### config.mk
export PLATFORM = sky130hd
export DESIGN_NAME = mem_arb_flat
export DESIGN_NICKNAME = d
export VERILOG_FILES = /design/src/rtl/mem_arb_if.sv /design/src/rtl/mem_arb.sv /design/src/flat_wrapper.sv
export SDC_FILE = /design/constraint.sdc
export NUM_CORES = 1
export LEC_CHECK = 0
export ABC_AREA = 1
export CAP_MARGIN = 10
export CORE_AREA = 2 2 112 114
export DETAILED_ROUTE_END_ITERATION = 10
export DIE_AREA = 0 0 114 116
export GPL_TIMING_DRIVEN = 1
export PLACE_DENSITY = 0.86
export SKIP_CTS_REPAIR_TIMING = 1
export SKIP_LAST_GASP = 1
export SLEW_MARGIN = 10
export SYNTH_ARGS = -nofsm -noshare
export SYNTH_HDL_FRONTEND = slang
export SYNTH_SLANG_ARGS = --single-unit
### constraint.sdc
create_clock -name clk -period 4.3 [get_ports clk]
set_clock_uncertainty 0.15 [all_clocks]
set_input_delay 0.645 -clock clk [delete_from_list [all_inputs] [get_ports clk]]
set_output_delay 0.645 -clock clk [all_outputs]
set_load 0.05 [all_outputs]
### src/rtl/mem_arb_if.sv
// Request/response and memory-side signals of the mem_arb arbiter.
// Handshake: a requester raises req with stable addr/data and holds it until it sees gnt high
// in the same cycle; afterwards it may change them. valid is a one-cycle completion pulse.
interface mem_arb_if #(
  parameter int DW = 32,
  parameter int AW = 16
);
  logic          halt;
  logic          if_req;
  logic [AW-1:0] if_addr;
  logic          if_gnt;
  logic          if_valid;
  logic [DW-1:0] if_rdata;
  logic          dm_req;
  logic          dm_we;
  logic [AW-1:0] dm_addr;
  logic [DW-1:0] dm_wdata;
  logic          dm_gnt;
  logic          dm_valid;
  logic [DW-1:0] dm_rdata;
  logic          mem_en;
  logic          mem_we;
  logic [AW-1:0] mem_addr;
  logic [DW-1:0] mem_wdata;
  logic [DW-1:0] mem_rdata;
  logic          busy;

  modport slave (
    input  halt, if_req, if_addr, dm_req, dm_we, dm_addr, dm_wdata, mem_rdata,
    output if_gnt, if_valid, if_rdata, dm_gnt, dm_valid, dm_rdata,
           mem_en, mem_we, mem_addr, mem_wdata, busy
  );

  modport master (
    output halt, if_req, if_addr, dm_req, dm_we, dm_addr, dm_wdata, mem_rdata,
    input  if_gnt, if_valid, if_rdata, dm_gnt, dm_valid, dm_rdata,
           mem_en, mem_we, mem_addr, mem_wdata, busy
  );
endinterface

### src/rtl/mem_arb.sv
// Single-port memory arbiter between instruction fetch (IF) and load/store (DM).
// DM has priority; IF wins after STARVE_MAX consecutive DM grants. One fixed-latency transaction at a time.
module mem_arb #(
  parameter int DW         = 32,
  parameter int AW         = 16,
  parameter int MEM_LAT    = 1,
  parameter int STARVE_MAX = 3
) (
  input  logic                              clk,
  input  logic                              rst_f,
  mem_arb_if.slave                          bus,
  output logic [1:0]                        dbg_state_o,
  output logic [$clog2(STARVE_MAX+1)-1:0]   dbg_starve_o
);
  localparam int SW = $clog2(STARVE_MAX + 1);

  typedef enum logic [1:0] {S_IDLE, S_ACCESS, S_WAIT, S_DONE} state_t;

  state_t          state_q, state_d;
  logic            owner_if_q, owner_if_d;
  logic            we_q, we_d;
  logic [AW-1:0]   addr_q, addr_d;
  logic [DW-1:0]   wdata_q, wdata_d;
  logic [2:0]      cnt_q, cnt_d;
  logic [SW-1:0]   starve_q, starve_d;
  logic [DW-1:0]   if_rdata_q, if_rdata_d;
  logic [DW-1:0]   dm_rdata_q, dm_rdata_d;

  logic if_elig, starved, idle, dm_win, if_win;

  // Arbitration is only live in IDLE and is masked while reset is asserted.
  assign idle    = (state_q == S_IDLE) && !rst_f;
  assign if_elig = bus.if_req && !bus.halt;
  assign starved = if_elig && (starve_q == SW'(STARVE_MAX));
  assign dm_win  = idle && bus.dm_req && !starved;
  assign if_win  = idle && if_elig && !dm_win;

  always_comb begin
    state_d    = state_q;
    owner_if_d = owner_if_q;
    we_d       = we_q;
    addr_d     = addr_q;
    wdata_d    = wdata_q;
    cnt_d      = cnt_q;
    starve_d   = starve_q;
    if_rdata_d = if_rdata_q;
    dm_rdata_d = dm_rdata_q;

    if (!bus.if_req) starve_d = '0;

    case (state_q)
      S_IDLE: begin
        if (dm_win) begin
          owner_if_d = 1'b0;
          we_d       = bus.dm_we;
          addr_d     = bus.dm_addr;
          wdata_d    = bus.dm_wdata;
          state_d    = S_ACCESS;
          if (if_elig && (starve_q != SW'(STARVE_MAX))) starve_d = starve_q + SW'(1);
        end else if (if_win) begin
          owner_if_d = 1'b1;
          we_d       = 1'b0;
          addr_d     = bus.if_addr;
          wdata_d    = '0;
          state_d    = S_ACCESS;
          starve_d   = '0;
        end
      end
      S_ACCESS: begin
        cnt_d   = 3'(MEM_LAT);
        state_d = S_WAIT;
      end
      S_WAIT: begin
        cnt_d = cnt_q - 3'd1;
        // Count of 1 marks the cycle the memory presents read data.
        if (cnt_q == 3'd1) begin
          state_d = S_DONE;
          if (!we_q) begin
            if (owner_if_q) if_rdata_d = bus.mem_rdata;
            else            dm_rdata_d = bus.mem_rdata;
          end
        end
      end
      S_DONE: state_d = S_IDLE;
      default: state_d = S_IDLE;
    endcase
  end

  always_ff @(posedge clk) begin
    if (rst_f) begin
      state_q    <= S_IDLE;
      owner_if_q <= 1'b0;
      we_q       <= 1'b0;
      addr_q     <= '0;
      wdata_q    <= '0;
      cnt_q      <= '0;
      starve_q   <= '0;
      if_rdata_q <= '0;
      dm_rdata_q <= '0;
    end else begin
      state_q    <= state_d;
      owner_if_q <= owner_if_d;
      we_q       <= we_d;
      addr_q     <= addr_d;
      wdata_q    <= wdata_d;
      cnt_q      <= cnt_d;
      starve_q   <= starve_d;
      if_rdata_q <= if_rdata_d;
      dm_rdata_q <= dm_rdata_d;
    end
  end

  assign bus.if_gnt    = if_win;
  assign bus.dm_gnt    = dm_win;
  assign bus.mem_en    = (state_q == S_ACCESS);
  assign bus.mem_we    = (state_q == S_ACCESS) && we_q;
  assign bus.mem_addr  = (state_q == S_ACCESS) ? addr_q  : '0;
  assign bus.mem_wdata = (state_q == S_ACCESS) ? wdata_q : '0;
  assign bus.if_valid  = (state_q == S_DONE) && owner_if_q;
  assign bus.dm_valid  = (state_q == S_DONE) && !owner_if_q;
  assign bus.if_rdata  = if_rdata_q;
  assign bus.dm_rdata  = dm_rdata_q;
  assign bus.busy      = (state_q != S_IDLE);
  assign dbg_state_o   = state_q;
  assign dbg_starve_o  = starve_q;
endmodule

### src/flat_wrapper.sv
// flat-port wrapper written by rule: the top's interface ports become plain ports
module mem_arb_flat 
#(
  parameter int DW         = 32,
  parameter int AW         = 16,
  parameter int MEM_LAT    = 1,
  parameter int STARVE_MAX = 3
)
  (clk, rst_f, dbg_state_o, dbg_starve_o, bus_halt, bus_if_req, bus_if_addr, bus_dm_req, bus_dm_we, bus_dm_addr, bus_dm_wdata, bus_mem_rdata, bus_if_gnt, bus_if_valid, bus_if_rdata, bus_dm_gnt, bus_dm_valid, bus_dm_rdata, bus_mem_en, bus_mem_we, bus_mem_addr, bus_mem_wdata, bus_busy);
  mem_arb_if #(.DW(DW), .AW(AW)) bus_i ();
  input  logic clk;
  input  logic rst_f;
  output logic [1:0] dbg_state_o;
  output logic [$clog2(STARVE_MAX+1)-1:0] dbg_starve_o;
  input wire logic [$bits(bus_i.halt)-1:0] bus_halt;
  input wire logic [$bits(bus_i.if_req)-1:0] bus_if_req;
  input wire logic [$bits(bus_i.if_addr)-1:0] bus_if_addr;
  input wire logic [$bits(bus_i.dm_req)-1:0] bus_dm_req;
  input wire logic [$bits(bus_i.dm_we)-1:0] bus_dm_we;
  input wire logic [$bits(bus_i.dm_addr)-1:0] bus_dm_addr;
  input wire logic [$bits(bus_i.dm_wdata)-1:0] bus_dm_wdata;
  input wire logic [$bits(bus_i.mem_rdata)-1:0] bus_mem_rdata;
  output wire logic [$bits(bus_i.if_gnt)-1:0] bus_if_gnt;
  output wire logic [$bits(bus_i.if_valid)-1:0] bus_if_valid;
  output wire logic [$bits(bus_i.if_rdata)-1:0] bus_if_rdata;
  output wire logic [$bits(bus_i.dm_gnt)-1:0] bus_dm_gnt;
  output wire logic [$bits(bus_i.dm_valid)-1:0] bus_dm_valid;
  output wire logic [$bits(bus_i.dm_rdata)-1:0] bus_dm_rdata;
  output wire logic [$bits(bus_i.mem_en)-1:0] bus_mem_en;
  output wire logic [$bits(bus_i.mem_we)-1:0] bus_mem_we;
  output wire logic [$bits(bus_i.mem_addr)-1:0] bus_mem_addr;
  output wire logic [$bits(bus_i.mem_wdata)-1:0] bus_mem_wdata;
  output wire logic [$bits(bus_i.busy)-1:0] bus_busy;
  assign bus_i.halt = bus_halt;
  assign bus_i.if_req = bus_if_req;
  assign bus_i.if_addr = bus_if_addr;
  assign bus_i.dm_req = bus_dm_req;
  assign bus_i.dm_we = bus_dm_we;
  assign bus_i.dm_addr = bus_dm_addr;
  assign bus_i.dm_wdata = bus_dm_wdata;
  assign bus_i.mem_rdata = bus_mem_rdata;
  assign bus_if_gnt = bus_i.if_gnt;
  assign bus_if_valid = bus_i.if_valid;
  assign bus_if_rdata = bus_i.if_rdata;
  assign bus_dm_gnt = bus_i.dm_gnt;
  assign bus_dm_valid = bus_i.dm_valid;
  assign bus_dm_rdata = bus_i.dm_rdata;
  assign bus_mem_en = bus_i.mem_en;
  assign bus_mem_we = bus_i.mem_we;
  assign bus_mem_addr = bus_i.mem_addr;
  assign bus_mem_wdata = bus_i.mem_wdata;
  assign bus_busy = bus_i.busy;
  mem_arb #(.DW(DW), .AW(AW), .MEM_LAT(MEM_LAT), .STARVE_MAX(STARVE_MAX)) u_core (.clk(clk), .rst_f(rst_f), .bus(bus_i), .dbg_state_o(dbg_state_o), .dbg_starve_o(dbg_starve_o));
endmodule
Word-level counts from Yosys, hierarchy flattened
Cells that the tools add are included.
Storage, ports and cells
  register bits after elaboration: 121
  logic and storage cells: 65
  input bits: 102
  output and inout port bits: 123
Operators by class
  eq/ne operators: 8
  reduce and logical (&&, ||, !) cells: 24
  bitwise operators: 2
  add/sub/neg operators: 2
  muxes and demuxes: 20
Operators by type and width (count)
  32-bit 2-to-1 mux: 3
  16-bit 2-to-1 mux: 3
  2-bit 2-to-1 mux: 8
  1-bit logical AND: 11
  2-bit one-hot mux with 4 select lines: 1
  4-bit AND reduction: 2
  2-bit == test, second input constant: 3
  3-bit one-hot mux with 2 select lines: 1
  2-bit nonzero test: 3
  1-bit logical NOT: 5
  1-bit 2-to-1 mux: 4
  2-bit AND reduction: 2
  3-bit by 1-bit == test with 1-bit output, second input constant: 1
  3-bit by 2-bit != test with 1-bit output, second input constant: 1
  3-bit by 1-bit subtractor with 3-bit output, second input constant: 1
  2-bit by 1-bit adder with 2-bit output, second input constant: 1
  2-bit by 1-bit == test with 1-bit output, second input constant: 1
  2-bit logical NOT: 1
  2-bit by 1-bit != test with 1-bit output, second input constant: 1
  2-bit != test, second input constant: 1
  1-bit inverter: 2

Depth between registers and ports, before layout
Gate-level depths: netlist of the first run.
  word-level depth: 10
  mapped depth: 11
  depth with buffers taken out: 10

Worst setup path after synthesis of the first run
Ideal clock, no wire load.
  path type: register to output
  start point: register u_core.state_q[0], in the netlist u_core.dbg_state_o[0]
  end point: output port bus_mem_wdata[17]
  slack: 1.211 ns
  arrival: 2.294 ns
  required time: 3.505 ns
  cell stages (with the launch flop): 6
  path buffers: 2
  cells stage by stage: dfxtp_1 -> ha_1 -> clkbuf_1 -> clkbuf_1 -> nand2_1 -> inv_1
Between the ends
  longest elaborated chain between the ends: 2
RTL lines
  from (decl): line mem_arb.sv:19  | state_t state_q, state_d;
  from (signal assigned): line mem_arb.sv:101  | state_q <= state_d;
  2-bit by 1-bit == test with 1-bit output
  via bus_mem_en: line flat_wrapper.sv:29  | output wire logic [$bits(bus_i.mem_en)-1:0] bus_mem_en;
  32-bit 2-to-1 mux: line mem_arb.sv:118  | assign bus.mem_wdata = (state_q == S_ACCESS) ? wdata_q : '0;
  to (decl): line flat_wrapper.sv:32  | output wire logic [$bits(bus_i.mem_wdata)-1:0] bus_mem_wdata;
The timed path passes the listed nets, and every way through them passes these cells.

Worst setup path in the final report of the first run
  start point: register u_core.state_q[1], in the netlist u_core.dbg_state_o[1]
  end point: output port bus_mem_wdata[12]
Between the ends
  longest elaborated chain between the ends: 2
RTL lines (line)
  2-bit by 1-bit == test with 1-bit output: mem_arb.sv:118
  32-bit 2-to-1 mux: mem_arb.sv:118
Every way passes these cells.

==> reports/metrics.yaml, run 1 <==
hold_path.class: "flop to flop"
tightest_slew_ns: 1.07
hold_ws_ns: 0.310
grt_pass1_vias: 5127
final_cell_count_no_fill: 1124
swShare_pct: 35.8
rsz0062_at_grt: "no"
row_count: 40
power.net_switching_mw: 1.42
regToRegSetupSlack_ns: 1.61
p_int_mw: 2.55
yosys.area_share.simple_pct: 30.2
p_clk_share_pct: 34.7
htreeDepth: 4
finalWirelength_um: 15400
syn_nets: 874
die_area_um2: 13200
ys_ff_latch: 121
critPathRequiredTime_ns: 3.50
cts_tree: "built"
slew-limit-headroom_pct: 28.7
clock.fmax_mhz: 277
ys_warn_count: 0
pwr-share-comb_pct: 31.8
synthCells: 764
dp_hpwl_um: 10200
area_growth_syn_to_layout_pct: 52.6
ys_types: 27
p_total_mw: 3.97
die_h_um: 116
power_frac_seq_pct: 33.5
coreArea_um2: 11900
buffer_ports.inserted: 224
grt_max_degree: 71
synth_top_family_by_area: "simple AND/OR/NAND/NOR gates"
clk_latency_ns: 0.40
maxSlewViolCount: 0
wl_per_cell_um: 13.7
fin_crit_sh_pct: 84.0
regArea_um2: 2420
yosysSeqAreaShare_pct: 45.4
io_pins: 225
drive_above_1_share_pct: 5.53
root_buffer: "clkbuf_16"
first_pass_iters: 5
gp_congestion: 0.825
vias_per_cell: 4.93
grt_pass1_wl_um: 24100
synth_xor_area_share_pct: 0
setup_viol: 0
cts.path.max_buffers: 2
via_count: 5537
drtIter0Drc: 445
fill_cells: 1034
grt_util_all_layers_pct: 22.8
final_nets: 1075
diodes: 0
multiInputGateArea_um2: 2260
antenna_found_initial: 0
worst-path-max-fanout: 50
postRouteAntennaNets: 0
syn_area_um2: 5330
drt_drc_violations_left: 0
maxCapViolCount: 0
crit_type: "flop to output pin"
die_w_um: 114
syn_area_per_cell_um2: 6.98
dp_cells: 1093
hold_viol: 0
setup_tns_ns: 0
cts.sinks: 121
startpoint_type: "flop"
grt-ovfl-total: 0
power_leakage_nw: 3.62
p_per_area_nw_per_um2: 488
synth_compound_area_share_pct: 10.4
arrival_ns: 2.82
synth_mux_area_share_pct: 0
status: "complete, no violations"
layout_min_cycle_time_ns: 3.61
synth-adder-area-share_pct: 1.88
crit_path_end_kind: "output pin"
ir_worst_vdd_mv: 0.227
start_util_pct: 44.8
clk_pin_slew_worst_paths_ns: 0.06
numCtsBuffers: 17
==> cells in the mapped netlist, drive strengths merged <==
cell | number | area [um^2]
clkinv | 1 | 8.76
ha | 8 | 100
dfxtp | 121 | 2420
a31oi | 1 | 6.26
a211oi | 1 | 12.5
nor2 | 72 | 275
clkbuf | 26 | 97.6
nand3b | 16 | 120
inv | 102 | 390
nand3 | 72 | 373
nand2 | 215 | 822
a221oi | 1 | 8.76
a21oi | 70 | 350
buf | 21 | 153
nand4 | 2 | 18.8
o21ai | 35 | 175
==> sequential cells by signal (all words and copies together), names as in the netlist <==
name / cells
u_core.cnt_q: 3
u_core.addr_q: 16
u_core.dbg_state_o: 2
u_core.wdata_q: 32
u_core.we_q: 1
u_core.bus.if_rdata: 32
u_core.bus.dm_rdata: 32
u_core.owner_if_q: 1
u_core.dbg_starve_o: 2
==> kinds of logic (layout without fill, tap and decap cells) <==
group                      count (synthesis)  after routing
AOI/OAI and AO/OA                        108            108
adders and majority gates                  8              8
buffers and inverters                    150            363
DFF                                      121            121
and+or+nand+nor                          377            377
==> power groups by stage <==
stage               registers [mW]  clock network [mW]  logic [mW]
global placement              1.35                   0        1.24
floorplan                     1.53                   0       0.672
detailed placement            1.36                   0        1.26
finish                        1.33                1.38        1.26
CTS                           1.33                1.40        1.27
global route                  1.35                1.46        1.37
==> metal layers <==
layer | part of all wire [%] | wire length [um] | up-vias | global-route usage, %
li1 | - | - | 2789 | -
met1 | 41 | 6340 | 2501 | 27.3
met2 | 49 | 7610 | 228 | 38.6
met3 | 7.9 | 1220 | 19 | 7.11
met4 | 1.4 | 218 | 0 | 8.37
met5 | 0 | 0 | - | 0
==> path summary, 6_finish.rpt <==
path | startpoint | end | cells past startpoint
max | u_core.dbg_state_o[1] | bus_mem_wdata[12] | 5
min | u_core.bus.if_rdata[1] | u_core.bus.if_rdata[1] | 2
max reg2reg | u_core.dbg_state_o[0] | u_core.bus.if_rdata[0] | 9
min reg2reg | u_core.bus.if_rdata[1] | u_core.bus.if_rdata[1] | 2
==> metrics by stage <==
| step | worst slack [ns] | utilization (%) | area [um^2] |
|---|---|---|---|
| floorplan | 1.21 | - | 5330 |
| global placement | 1.14 | 63.5 | 7560 |
| detailed placement | 1.10 | 63.5 | 7560 |
| CTS | 0.637 | 68.3 | 8140 |
| global route | 0.473 | 68.3 | 8140 |
| finish | 0.687 | 68.3 | 8140 |
==> cells in the final DEF (no fill, tap or decap) <==
cell type,n
nand2_4,1
buf_12,2
nor2_1,70
inv_2,2
a221oi_1,1
a211oi_2,1
buf_4,5
clkinv_4,3
inv_6,4
clkdlybuf4s50_1,221
nand4_2,1
clkbuf_16,17
a31oi_1,1
nand3b_1,16
dfxtp_1,121
bufinv_16,2
nand4_1,1
a21oi_1,70
nand2_2,3
inv_1,98
nand2_1,211
nor2_2,2
clkinv_2,3
buf_2,1
inv_4,1
ha_2,1
nand3_4,1
nand3_1,71
clkinvlp_4,4
ha_1,7
o21ai_0,35
==> worst max-delay path, stage by stage (launching register included) <==
cell	delay [ns]
dfxtp_1	0.36
inv_1	0.13
ha_2	0.84
nand2_1	0.16
inv_1	0.10
clkdlybuf4s50_1	0.81
==> layout make-up <==
cell class / count / area share [%]
clock buffers: 17 / 5.23
clock inverters: 14 / 1.83
well taps: 147 / 2.26
flip-flops and latches: 121 / 29.8
multi-input cells: 493 / 27.8
inverters: 103 / 4.90
repair buffers: 229 / 28.2
(Power assumes the default switching activity.)
==> inputs of run 2 (changes only) <==
CORE_AREA = 2 2 120 122   (was 2 2 112 114)
DIE_AREA = 0 0 122 124   (was 0 0 114 116)
PLACE_DENSITY = 0.8   (was 0.86)
clock period = 3.15 ns   (was 4.3 ns; I/O delays follow)
==> run 2 against run 1 <==
Clock-buffer cell count grew 4. Sequential power increased by 37%. Register-to-register slack got worse by 0.84 ns. First-iteration DRC count fell by 28%. Routed wire length up 1.8%. Cell count increased by 3.5%. Design area about the same. Via count down 1.0%. Highest routed layer unchanged. Clock power up 44%. Global-route usage fell by 2.2 points.
==> reports/metrics.yaml, run 2 (synthesized netlist as in run 1, its figures left out) <==
power.net_switching_mw: 1.91  # +34%
fill_cells: 1236  # +20%
grt_max_degree: 54  # -24%
p_int_mw: 3.62  # +42%
crit_type: "flop to output pin"
area_growth_syn_to_layout_pct: 52.5  # about the same
vias_per_cell: 4.71  # -4.3%
reg2reg_depth: 9  # unchanged
status: "complete, no violations"
worst_slack_ns: 0.370  # -0.318 ns
die_area_um2: 15100  # +14%
final_nets: 1080  # +0.47%
hold_viol: 0  # unchanged
crit_path_top_delay_cell: "clkdlybuf4s50_1"
cts.sinks: 121  # unchanged
clock.fmax_mhz: 360
numCtsBuffers: 17  # unchanged
critPathMostFrequentCell: "inv_1"
ir_worst_vdd_mv: 0.360  # +59%
drt_drc_violations_left: 0  # unchanged
dp_hpwl_um: 10300  # +0.99%
hold_path.class: "input pin to flop"
buffer_ports.inserted: 224  # unchanged
slew-limit-headroom_pct: 57.3  # +29 points
fin_crit_sh_pct: 88.3
p_per_area_nw_per_um2: 680  # +39%
rsz0062_at_grt: "no"
gp_congestion: 0.850  # +3.1%
coreArea_um2: 13700  # +15%
hold_ws_ns: 0.276  # -0.0342 ns
dp_worst_setup_slack_ns: 0.431  # -0.671 ns
drtIter0Drc: 321  # -28%
postRouteAntennaNets: 0  # unchanged
start_util_pct: 38.9  # -5.9 points
drive_above_1_share_pct: 11.1  # +5.6 points
maxCapViolCount: 0  # unchanged
via_count: 5481  # -1.0%
path_cells: "inv_1 > ha_1 > inv_1 > clkdlybuf4s50_1"
r2r_start: "u_core.dbg_state_o[1]"
hold_depth: 2  # unchanged
slowest_delay_ns: 0.83  # about the same
first_pass_iters: 5  # unchanged
worst-path-max-fanout: 5  # -90%
arrival_ns: 2.16  # -0.66 ns
reg2reg_to: "u_core.dbg_state_o[1]"
tightest_slew_ns: 0.641  # -0.428 ns
maxSlewViolCount: 0  # unchanged
cts.path.max_buffers: 2  # unchanged
power_frac_seq_pct: 32.9  # -0.6 points
finalWirelength_um: 15700  # +1.8%
antenna_found_initial: 0  # unchanged
swShare_pct: 34.5  # -1.3 points
htreeDepth: 4  # unchanged
final_cell_mix: "211 x nand2_1, 171 x clkdlybuf4s50_1, 121 x dfxtp_1"
io_pins: 225  # unchanged
wl_per_cell_um: 13.5  # -1.6%
row_count: 43  # +7.5%
die_h_um: 124  # +6.9%
layout_min_cycle_time_ns: 2.78
pwr-share-comb_pct: 31.1  # -0.7 points
layout_commonest_cell: "nand2_1"
root_buffer: "clkbuf_16"
grt_pass1_vias: 4984  # -2.8%
setup_tns_ns: 0  # unchanged
grt-ovfl-total: 0  # unchanged
grt_pass1_wl_um: 24300  # +0.66%
startpoint: "u_core.dbg_state_o[1]"
cts_tree: "built"
setup_viol: 0  # unchanged
startpoint_type: "flop"
whs_endpoint: "u_core.we_q"
clk_latency_ns: 0.41  # about the same
diodes: 0  # unchanged
worstHoldStart: "rst_f"
crit_path_end_kind: "output pin"
clk_pin_slew_worst_paths_ns: 0.06  # about the same
regToRegSetupSlack_ns: 0.77  # -0.84 ns
critPathRequiredTime_ns: 2.53  # -0.97 ns
p_clk_share_pct: 36.0  # +1.3 points
power_leakage_nw: 3.77  # +4.0%
die_w_um: 122  # +7.0%
grt_util_all_layers_pct: 20.5  # -2.2 points
==> run 2: critical path: cells and delay by family, from the launching register on <==
| family | cells | cell delay (ns) |
|---|---|---|
| adders and majority gates | 1 | 0.26 |
| buffers and inverters | 3 | 1.06 |
| DFF | 1 | 0.44 |
==> run 2: cell type report <==
cell class / count / area, um^2 / share of cell area [%]
flip-flops and latches: 121 / 2420 / 29.8
multi-input cells: 493 / 2260 / 27.8
repair buffers: 234 / 2210 / 27.1
clock buffers: 21 / 470 / 5.78
inverters: 103 / 399 / 4.91
well taps: 180 / 225 / 2.77
clock inverters: 11 / 144 / 1.77
==> run 2: power groups by stage <==
stage | combinational (mW) | clock [mW] | sequential, mW
after floorplan | 0.917 | 0 | 2.09
after global placement | 1.70 | 0 | 1.84
after detailed placement | 1.72 | 0 | 1.85
after CTS | 1.73 | 2.03 | 1.82
after global routing | 1.87 | 2.10 | 1.84
final | 1.72 | 1.99 | 1.82
==> run 2: worst max path at each step <==
stage                         to  slack [ns]  cells past startpoint
2_1_floorplan  bus_mem_wdata[17]        0.23                      5
3_3_place_gp          bus_dm_gnt        0.45                      7
3_5_place_dp          bus_dm_gnt        0.43                      7
4_1_cts               bus_if_gnt        0.35                      9
5_1_grt         bus_mem_wdata[4]        0.23                      6
6_report                bus_busy        0.37                      4
==> run 2: layer usage <==
metal	up-vias	GRT usage, %	wire [um]
met2	223	34.6	7410
met4	0	6.39	238
met5	-	0	0
met1	2451	24.5	6670
met3	15	7.42	1340
li1	2792	-	-
==> run 2: stage by stage <==
step / cells / power (mW) / cell area (um^2) / utilization [%]
floorplan: 764 / 3.01 / 5330 / -
global placement: 1131 / 3.54 / 7520 / 54.8
detailed placement: 1131 / 3.57 / 7520 / 54.8
CTS: 1163 / 5.57 / 8130 / 59.3
global route: 1163 / 5.82 / 8130 / 59.3
finish: 1163 / 5.53 / 8130 / 59.3
==> inputs of run 3 (changes only) <==
CORE_AREA = 2 2 127 116   (was 2 2 120 122)
DIE_AREA = 0 0 129 118   (was 0 0 122 124)
PLACE_DENSITY = 0.79   (was 0.8)
==> run 3 against run 2 <==
Sequential share of layout area fell by 0.12 points. Clock power fell by 4%. Setup slack worse by 0.19 ns. Global-route usage up 0.35 points. Total power fell by 1.2%. First-iteration DRC count up 9.3%. Cell count is 0.86% higher. Sequential power about the same. Largest cell class unchanged. Largest power group unchanged.
==> reports/metrics.yaml, run 3 (synthesized netlist as in run 1, its figures left out) <==
antenna_found_initial: 0  # unchanged
cts_tree: "built"
p_clk_share_pct: 35.1  # -0.9 points
diodes: 0  # unchanged
io_pins: 225  # unchanged
r2r_start: "u_core.dbg_state_o[1]"
layout_commonest_cell: "nand2_1"
p_per_area_nw_per_um2: 669  # -1.7%
gp_congestion: 0.785  # -7.6%
layout_min_cycle_time_ns: 2.97  # +0.189 ns
fin_crit_sh_pct: 94.3  # +6.0 points
pwr-share-comb_pct: 31.5  # +0.4 points
swShare_pct: 34.6  # +0.037 points
grt_max_degree: 54  # unchanged
maxCapViolCount: 0  # unchanged
cts.path.max_buffers: 2  # unchanged
grt_util_all_layers_pct: 20.9  # +0.35 points
area_growth_syn_to_layout_pct: 53.1
arrival_ns: 2.35  # +0.19 ns
drtIter0Drc: 351  # +9.3%
power_frac_seq_pct: 33.4  # +0.5 points
clk_latency_ns: 0.41  # about the same
final_core_util_pct: 58.7  # -0.54 points
worst_slack_ns: 0.181  # -0.189 ns
worst-path-max-fanout: 27  # +22
grt-ovfl-total: 0  # unchanged
placed_area_um2: 7590  # +0.98%
maxSlewViolCount: 0  # unchanged
dp_hpwl_um: 10600  # +3.1%
hold_viol: 0  # unchanged
wl_per_cell_um: 13.5  # +0.48%
drt_drc_violations_left: 0  # unchanged
die_area_um2: 15200  # +0.62%
critPathRequiredTime_ns: 2.53  # about the same
startpoint_type: "flop"
drive_above_1_share_pct: 8.27  # -2.8 points
crit_type: "flop to output pin"
root_buffer: "clkbuf_16"
setup_tns_ns: 0  # unchanged
status: "complete, no violations"
numCtsBuffers: 17  # unchanged
p_int_mw: 3.57  # -1.3%
vias_per_cell: 4.66  # -1.2%
worstHoldStart: "u_core.bus.if_rdata[18]"
reg2reg_to: "u_core.dbg_state_o[0]"
htreeDepth: 4  # unchanged
tightest_slew_ns: 0.601  # -0.0401 ns
grt_pass1_wl_um: 25500  # +5.1%
postRouteAntennaNets: 0  # unchanged
row_count: 41  # -4.7%
ir_worst_vdd_mv: 0.385  # +7.1%
die_h_um: 118  # -4.8%
crit_path_end_kind: "output pin"
start_util_pct: 38.4  # -0.51 points
hold_ws_ns: 0.311  # +0.0348 ns
first_pass_iters: 5  # unchanged
final_nets: 1080  # unchanged
die_w_um: 129  # +5.7%
hold_path.class: "flop to flop"
power_leakage_nw: 3.70  # -1.7%
clock.fmax_mhz: 337  # -6.4%
slew-limit-headroom_pct: 59.9  # +2.6 points
clk_pin_slew_worst_paths_ns: 0.05  # about the same
rsz0062_at_grt: "no"
buffer_ports.inserted: 224  # unchanged
power.net_switching_mw: 1.89  # -1.1%
reg2reg_depth: 9  # unchanged
startpoint: "u_core.dbg_state_o[1]"
regToRegSetupSlack_ns: 0.87  # +0.10 ns
setup_viol: 0  # unchanged
whs_endpoint: "u_core.bus.if_rdata[18]"
coreArea_um2: 13900  # +1.3%
grt_pass1_vias: 5053  # +1.4%
via_count: 5463  # -0.33%
final_cell_mix: "211 x nand2_1, 194 x clkdlybuf4s50_1, 121 x dfxtp_1"
hold_depth: 2  # unchanged
dp_worst_setup_slack_ns: 0.430  # -0.000676 ns
fin_area_um2: 8170  # +0.42%
finalWirelength_um: 15900  # +1.3%
cts.sinks: 121  # unchanged
==> run 3: cell count changes in the layout (fill, tap and decap cells not counted), sizes merged <==
cell and change:
buf -23, clkdlybuf4s50 +23, clkinvlp -2, inv -1
==> run 3: per-layer routing <==
metal  vias up  part of all wire, %  track usage (%)
met3        17                  7.2             6.68
met5         -                    0                0
met4         0                  1.4             6.05
met1      2468                   43             26.4
li1       2794                    -                -
met2       184                   48             34.0
==> run 3: layout make-up <==
| type | count | area, um^2 |
|---|---|---|
| inverter | 103 | 399 |
| tap | 193 | 241 |
| timing repair buffer | 234 | 2260 |
| fill | 1265 | 5740 |
| clock inverter | 8 | 124 |
| sequential | 121 | 2420 |
| clock buffer | 21 | 450 |
| multi-input combinational | 493 | 2260 |
==> run 3: critical path: stages (launching register included) <==
cell             delay (ns)
dfxtp_1                0.36
inv_1                  0.13
ha_2                   0.19
buf_4                  0.30
nand2_1                0.10
inv_1                  0.06
clkdlybuf4s50_1        0.79
==> run 3: power groups by stage <==
stage / combinational [mW] / sequential [mW] / clock, mW
after floorplan: 0.917 / 2.09 / 0
after global placement: 1.71 / 1.85 / 0
after detailed placement: 1.72 / 1.85 / 0
after CTS: 1.73 / 1.82 / 1.95
after global routing: 1.87 / 1.85 / 2.02
final: 1.72 / 1.82 / 1.92
==> run 3: worst max path at each step <==
stage / to / slack, ns
floorplan: bus_mem_wdata[17] / 0.23
global placement: bus_dm_gnt / 0.46
detailed placement: bus_dm_gnt / 0.43
CTS: bus_mem_wdata[22] / 0.15
global route: bus_mem_addr[0] / 0.006
finish: bus_mem_addr[9] / 0.18
==> run 3: stage by stage <==
stage / std cells / total power, mW
floorplan: 764 / 3.01
global placement: 1144 / 3.55
detailed placement: 1144 / 3.58
CTS: 1173 / 5.51
global route: 1173 / 5.74
finish: 1173 / 5.46
